[config.mk]
export PLATFORM = sky130hd
export DESIGN_NAME = uart_boot_loader_flat
export DESIGN_NICKNAME = d
export VERILOG_FILES = /design/src/rtl/uart_boot_loader_if.sv /design/src/rtl/uart_boot_loader.sv /design/src/flat_wrapper.sv
export SDC_FILE = /design/constraint.sdc
export NUM_CORES = 1
export LEC_CHECK = 0
export CORE_MARGIN = 4
export CORE_UTILIZATION = 48
export DETAILED_ROUTE_END_ITERATION = 16
export GPL_TIMING_DRIVEN = 0
export PLACE_DENSITY = 0.71
export SYNTH_ARGS = -nofsm -noshare
export SYNTH_HDL_FRONTEND = slang
export SYNTH_SLANG_ARGS = --single-unit
[constraint.sdc]
create_clock -name clk -period 10.53 [get_ports clk]
set_clock_uncertainty 0.15 [all_clocks]
set_input_delay 2.106 -clock clk [delete_from_list [all_inputs] [get_ports clk]]
set_output_delay 2.106 -clock clk [all_outputs]
set_load 0.01 [all_outputs]
[src/rtl/uart_boot_loader_if.sv]
// rtl/uart_boot_loader_if.sv - UART byte streams and DMA master port of the boot loader
interface uart_boot_loader_if #(
    parameter int XLEN = 32
);
    logic [7:0]      rx_tdata;
    logic            rx_tvalid;
    logic            rx_tready;
    logic [7:0]      tx_tdata;
    logic            tx_tvalid;
    logic            tx_tready;
    logic            req_dma;
    logic            gnt_dma;
    logic [XLEN-1:0] dma_addr;
    logic            dma_write;
    logic            dma_read;
    logic [3:0]      dma_size;
    logic [XLEN-1:0] dma_din;

    modport master (
        input  rx_tdata, rx_tvalid, tx_tready, gnt_dma,
        output rx_tready, tx_tdata, tx_tvalid,
        output req_dma, dma_addr, dma_write, dma_read, dma_size, dma_din
    );

    modport slave (
        output rx_tdata, rx_tvalid, tx_tready, gnt_dma,
        input  rx_tready, tx_tdata, tx_tvalid,
        input  req_dma, dma_addr, dma_write, dma_read, dma_size, dma_din
    );
endinterface

[src/rtl/uart_boot_loader.sv]
// rtl/uart_boot_loader.sv - framed UART program loader writing words over DMA
// Holds the core in reset until a RUN frame; answers every frame with ACK/NAK.
module uart_boot_loader #(
    parameter int TIMEOUT_CYCLES = 100_000_000,
    parameter int XLEN           = 32
) (
    input  logic              clk,
    input  logic              rst,
    uart_boot_loader_if.master bus,
    output logic              core_rst,
    output logic              busy
);
    localparam logic [7:0] SYNC = 8'hA5;
    localparam logic [7:0] ACK  = 8'h06;
    localparam logic [7:0] NAK  = 8'h15;
    localparam int         TW   = $clog2(TIMEOUT_CYCLES) + 1;

    typedef enum logic [2:0] {
        S_IDLE, S_CMD, S_HDR, S_DATA, S_BUS, S_CHK, S_RESP
    } state_t;

    state_t          state, state_nx;
    logic [2:0]      cnt;
    logic [XLEN-1:2] addr_w;
    logic [XLEN-1:0] word;
    logic [15:0]     len;
    logic [7:0]      sum;
    logic [7:0]      tx_byte;
    logic [7:0]      resp_nx;
    logic [TW-1:0]   timer;
    logic            in_frame;
    logic            rx_fire;
    logic            timed_out;
    logic [7:0]      rx_b;

    assign rx_b      = bus.rx_tdata;
    assign in_frame  = (state == S_CMD) || (state == S_HDR) ||
                       (state == S_DATA) || (state == S_CHK);
    assign rx_fire   = bus.rx_tvalid && bus.rx_tready;
    assign timed_out = in_frame && !rx_fire && (timer == TW'(TIMEOUT_CYCLES - 1));

    always_ff @(posedge clk or posedge rst) begin
        if (rst) state <= S_IDLE;
        else     state <= state_nx;
    end

    always_comb begin
        state_nx = state;
        resp_nx  = NAK;
        case (state)
            S_IDLE: if (rx_fire && rx_b == SYNC) state_nx = S_CMD;
            S_CMD: begin
                if (rx_fire) begin
                    if (rx_b == 8'h01) begin
                        state_nx = S_HDR;
                    end else begin
                        state_nx = S_RESP;
                        if (rx_b == 8'h02) resp_nx = ACK;
                    end
                end
            end
            // Last header byte is the LEN high byte; decide on the assembled length.
            S_HDR: if (rx_fire && cnt == 3'd5)
                       state_nx = ({rx_b, len[7:0]} != 16'd0) ? S_DATA : S_CHK;
            S_DATA: if (rx_fire && cnt == 3'd3) state_nx = S_BUS;
            S_BUS:  if (bus.gnt_dma) state_nx = (len != 16'd1) ? S_DATA : S_CHK;
            S_CHK: begin
                if (rx_fire) begin
                    state_nx = S_RESP;
                    if (rx_b == sum) resp_nx = ACK;
                end
            end
            S_RESP: if (bus.tx_tready) state_nx = S_IDLE;
            default: state_nx = S_IDLE;
        endcase
        if (timed_out) state_nx = S_RESP;
    end

    always_ff @(posedge clk or posedge rst) begin
        if (rst) begin
            cnt      <= '0;
            addr_w   <= '0;
            word     <= '0;
            len      <= '0;
            sum      <= '0;
            tx_byte  <= '0;
            timer    <= '0;
            core_rst <= 1'b1;
        end else begin
            if (state != state_nx)  cnt <= '0;
            else if (rx_fire)       cnt <= cnt + 3'd1;

            if (state != state_nx || rx_fire) timer <= '0;
            else if (in_frame)                timer <= timer + TW'(1);

            if (state_nx == S_RESP && state != S_RESP) tx_byte <= resp_nx;

            if (state == S_CMD && rx_fire && rx_b == 8'h02) core_rst <= 1'b0;

            if (state == S_CMD && state_nx == S_HDR)
                sum <= '0;
            else if (rx_fire && (state == S_HDR || state == S_DATA))
                sum <= sum + rx_b;

            // Address low two bits are dropped: writes are always word aligned.
            if (state == S_HDR && rx_fire) begin
                case (cnt)
                    3'd0:    addr_w[7:2]   <= rx_b[7:2];
                    3'd1:    addr_w[15:8]  <= rx_b;
                    3'd2:    addr_w[23:16] <= rx_b;
                    3'd3:    addr_w[31:24] <= rx_b;
                    3'd4:    len[7:0]      <= rx_b;
                    default: len[15:8]     <= rx_b;
                endcase
            end

            if (state == S_DATA && rx_fire) word[{cnt[1:0], 3'b000} +: 8] <= rx_b;

            if (state == S_BUS && bus.gnt_dma) begin
                addr_w <= addr_w + 1'b1;
                len    <= len - 16'd1;
            end
        end
    end

    assign bus.rx_tready = (state == S_IDLE) || in_frame;
    assign bus.tx_tvalid = (state == S_RESP);
    assign bus.tx_tdata  = tx_byte;
    assign bus.req_dma   = (state == S_BUS);
    assign bus.dma_write = (state == S_BUS);
    assign bus.dma_read  = 1'b0;
    assign bus.dma_size  = 4'b1111;
    assign bus.dma_addr  = {addr_w, 2'b00};
    assign bus.dma_din   = word;
    assign busy          = (state != S_IDLE);
endmodule
[src/flat_wrapper.sv]
// flat-port wrapper written by rule: the top's interface ports become plain ports
module uart_boot_loader_flat 
#(
    parameter int TIMEOUT_CYCLES = 100_000_000,
    parameter int XLEN           = 32
)
  (clk, rst, core_rst, busy, bus_rx_tdata, bus_rx_tvalid, bus_tx_tready, bus_gnt_dma, bus_rx_tready, bus_tx_tdata, bus_tx_tvalid, bus_req_dma, bus_dma_addr, bus_dma_write, bus_dma_read, bus_dma_size, bus_dma_din);
  uart_boot_loader_if #(.XLEN(XLEN)) bus_i ();
  input  logic clk;
  input  logic rst;
  output logic core_rst;
  output logic busy;
  input wire logic [$bits(bus_i.rx_tdata)-1:0] bus_rx_tdata;
  input wire logic [$bits(bus_i.rx_tvalid)-1:0] bus_rx_tvalid;
  input wire logic [$bits(bus_i.tx_tready)-1:0] bus_tx_tready;
  input wire logic [$bits(bus_i.gnt_dma)-1:0] bus_gnt_dma;
  output wire logic [$bits(bus_i.rx_tready)-1:0] bus_rx_tready;
  output wire logic [$bits(bus_i.tx_tdata)-1:0] bus_tx_tdata;
  output wire logic [$bits(bus_i.tx_tvalid)-1:0] bus_tx_tvalid;
  output wire logic [$bits(bus_i.req_dma)-1:0] bus_req_dma;
  output wire logic [$bits(bus_i.dma_addr)-1:0] bus_dma_addr;
  output wire logic [$bits(bus_i.dma_write)-1:0] bus_dma_write;
  output wire logic [$bits(bus_i.dma_read)-1:0] bus_dma_read;
  output wire logic [$bits(bus_i.dma_size)-1:0] bus_dma_size;
  output wire logic [$bits(bus_i.dma_din)-1:0] bus_dma_din;
  assign bus_i.rx_tdata = bus_rx_tdata;
  assign bus_i.rx_tvalid = bus_rx_tvalid;
  assign bus_i.tx_tready = bus_tx_tready;
  assign bus_i.gnt_dma = bus_gnt_dma;
  assign bus_rx_tready = bus_i.rx_tready;
  assign bus_tx_tdata = bus_i.tx_tdata;
  assign bus_tx_tvalid = bus_i.tx_tvalid;
  assign bus_req_dma = bus_i.req_dma;
  assign bus_dma_addr = bus_i.dma_addr;
  assign bus_dma_write = bus_i.dma_write;
  assign bus_dma_read = bus_i.dma_read;
  assign bus_dma_size = bus_i.dma_size;
  assign bus_dma_din = bus_i.dma_din;
  uart_boot_loader #(.TIMEOUT_CYCLES(TIMEOUT_CYCLES), .XLEN(XLEN)) u_core (.clk(clk), .rst(rst), .bus(bus_i), .core_rst(core_rst), .busy(busy));
endmodule
==> impl_metrics.csv <==
group,metric,value,unit
run_status,status,"completed",
sta,rsz0062_at_grt,"no",
worst_setup_path,crit_path_end_kind,"output port",
worst_setup_path,crit_path_start_kind,"flip-flop",
placement,gp_congestion,0.869,
worst_setup_path,cp_max_fo,10,
clock_tree,hold_buffers,0,
sta,fmax,0.210,GHz
layout,antennaDiodeCount,0,
layout,drive_above_1_share,10.7,%
job,cap_violations,0,
worst_setup_path,r2r_cells,8,
pwr,power.leakage,3.57,nW
synthesis,synth_seq_cells,124,
placement,portBuffers,84,
synthesis,post_synth.cell_area_avg,9.03,um2
layout,layout_commonest_cell,"nand2_1",
clock_tree,cts_buffer_depth,2,
floorplan,core_area,14600,um2
pwr,ir_worst_vdd,145,uV
sta,tightest_slew,1.11,ns
sta,slew_viol_final,0,
floorplan,ios,96,
sta,setup_viol,0,
worst_setup_path,worstPathArrival,2.52,ns
synthesis,synth_edf_count,0,
hold_path,hold_class,"flip-flop to flip-flop",
synthesis,ys_seq_area_share,43.0,%
routing,drt_wl_total,19400,um
global_route,grt-ovfl-total,0,
floorplan,row_count,44,
synthesis,postSynthCellCount,800,
global_route,grt_use_total,23.2,%
clock_tree,clockRootBuffer,"clkbuf_16",
floorplan,die_y,131,um
global_route,antenna_found_initial,0,
placement,dp_slack,5.39,ns
sta,fin_crit,4.77,ns
layout,most-common-layout-cells,"nand2_1, dfrtp_1, clkdlybuf4s50_1",
synthesis,synthesis.area,7220,um2
routing,wl_per_cell,17.5,um
routing,drtPass1Iterations,6,
clock_tree,clk_pin_slew_worst_paths,0.05,ns
clock_tree,cts_repair_resize_count,0,
clock_tree,cts_tree,"yes",
clock_tree,post-cts-setup-buffers,0,
synthesis,synth_flop_cell,"dfrtp_1",
floorplan,dieArea,17100,um2
global_route,grt_max_degree,72,
sta,slew_headroom,26.1,%
floorplan,initial_core_util,49.3,%
routing,postRouteAntennaNets,0,
layout,area_growth,23.9,%
placement,dp_hpwl,13500,um
worst_setup_path,worst_ep_required_time,8.27,ns
sta,tns,0,ns
clock_tree,htree_levels,4,
routing,vias,6399,
floorplan,die_w,131,um
worst_setup_path,crit_type,"flip-flop to output port",
global_route,grt_pass1_vias,5890,
sta,post-route-period-util,45.3,%
layout,final_util,61.1,%
synthesis,ys_types,62,
global_route,grt_pass1_wl,31100,um
synthesis,async_flop_share,100,%
routing,vias_per_cell,5.77,
sta,hold_viol,0,
clock_tree,clock-sinks,124,
pwr,p_per_area,256,nW/um2
routing,route.detailed.drc,0,
synthesis,ys.warnings.count,0,
routing,dr.first_iter.drc_count,604,
sta,fin_ws,5.76,ns
clock_tree,clkLatencyLatePin,0.42,ns
hold_path,min_path_cells,1,
clock_tree,cts-buffers-inserted,17,
layout,fin_nets,946,
==> flip-flops by register name, summed over array words and instances, names as in the netlist <==
signal	count
u_core.cnt	3
u_core.addr_w	30
u_core.sum	8
u_core.len	16
u_core.core_rst	1
u_core.state	3
u_core.bus.dma_din	32
u_core.timer	28
u_core.bus.tx_tdata	3
==> kinds of logic (layout without fill, tap and decap cells) <==
kind of cell	count (synthesis)	after routing	share of synthesized area [%]
compound gates	171	171	15.3
fa+ha+maj	20	20	3.57
other cells	2	11	0.104
simple gates	366	366	27.6
mux	4	4	0.589
flops	124	124	43.0
buf+inv	77	193	5.32
xor+xnor	36	36	4.62
==> final cells by class <==
type                       count  area (um2)
buffer                        57         309
clock buffer                  25         505
multi-input combinational    608        3770
tap                          184         230
sequential                   124        3100
fill                        1299        5690
timing repair buffer          85         868
clock inverter                 6        83.8
inverter                      20        80.1
==> final timing paths <==
kind / end / startpoint / slack [ns]
worst max-delay path: bus_req_dma / u_core.state[2]$_DFF_PP0_ / 5.76
worst min-delay path: u_core.bus.tx_tdata[2]$_DFFE_PP0P_ / u_core.bus.tx_tdata[2]$_DFFE_PP0P_ / 0.32
worst max register to register: u_core.cnt[1]$_DFFE_PP0P_ / u_core.state[2]$_DFF_PP0_ / 7.38
worst min register to register: u_core.bus.tx_tdata[2]$_DFFE_PP0P_ / u_core.bus.tx_tdata[2]$_DFFE_PP0P_ / 0.32
max in group asynchronous: u_core.core_rst$_DFFE_PP1P_ / rst / 7.54
min in group asynchronous: u_core.bus.dma_din[0]$_DFFE_PP0P_ / rst / 1.96
==> worst max-delay path, stage by stage, from the launching register on <==
cell and delay, ns:
dfrtp_1 0.38, buf_2 0.25, inv_1 0.19, nor3_1 0.54, buf_4 0.20, clkdlybuf4s50_1 0.52
==> cell usage after synthesis, drive strengths merged (3+ instances only) <==
library cell | instances | share of area, %
a211o | 3 | 0.36
a21oi | 38 | 2.6
and4 | 6 | 0.73
nor2 | 73 | 3.8
nand2b | 4 | 0.35
o21ai | 59 | 4.1
and2 | 9 | 0.78
a31oi | 4 | 0.35
o221ai | 3 | 0.36
a311oi | 12 | 1.5
o211ai | 5 | 0.52
nand2 | 131 | 6.8
dfrtp | 123 | 43
inv | 20 | 1.0
a41oi | 3 | 0.36
or2 | 3 | 0.26
ha | 19 | 3.3
xnor2 | 19 | 2.6
nand4 | 15 | 1.3
and3 | 8 | 0.69
a211oi | 17 | 1.9
buf | 23 | 2.5
o22ai | 8 | 0.69
nor2b | 5 | 0.43
xor2 | 17 | 2.1
clkbuf | 34 | 1.8
or4 | 3 | 0.31
nor3 | 24 | 1.7
nor3b | 6 | 0.62
nor4 | 34 | 5.4
a21o | 4 | 0.42
nand3 | 33 | 2.4
nor4b | 7 | 1.5
o221a | 4 | 0.62
==> per-stage QoR <==
step,hold slack [ns],instances,instance area [um2],power (mW)
detailed placement,0.305,1078,8360,1.70
global placement,0.310,1077,8330,1.68
floorplan,0.309,809,7260,1.35
finish,0.322,1109,8950,2.29
CTS,0.328,1109,8950,2.29
global route,0.341,1109,8950,2.43
==> where the power goes <==
part	switching, mW	internal [mW]
clock network	0.211	0.378
logic	0.536	0.414
registers	0.141	0.611
==> layer usage <==
| metal | vias to the layer above | global-route usage [%] | part of all wire (%) |
|---|---|---|---|
| met5 | - | 0 | 0 |
| met4 | 0 | 7.38 | 1.6 |
| met3 | 22 | 4.55 | 7.9 |
| met2 | 290 | 33.9 | 44 |
| met1 | 3007 | 34.9 | 47 |
| li1 | 3080 | - | - |
No activity file was read; power rests on OpenSTA's default activity.
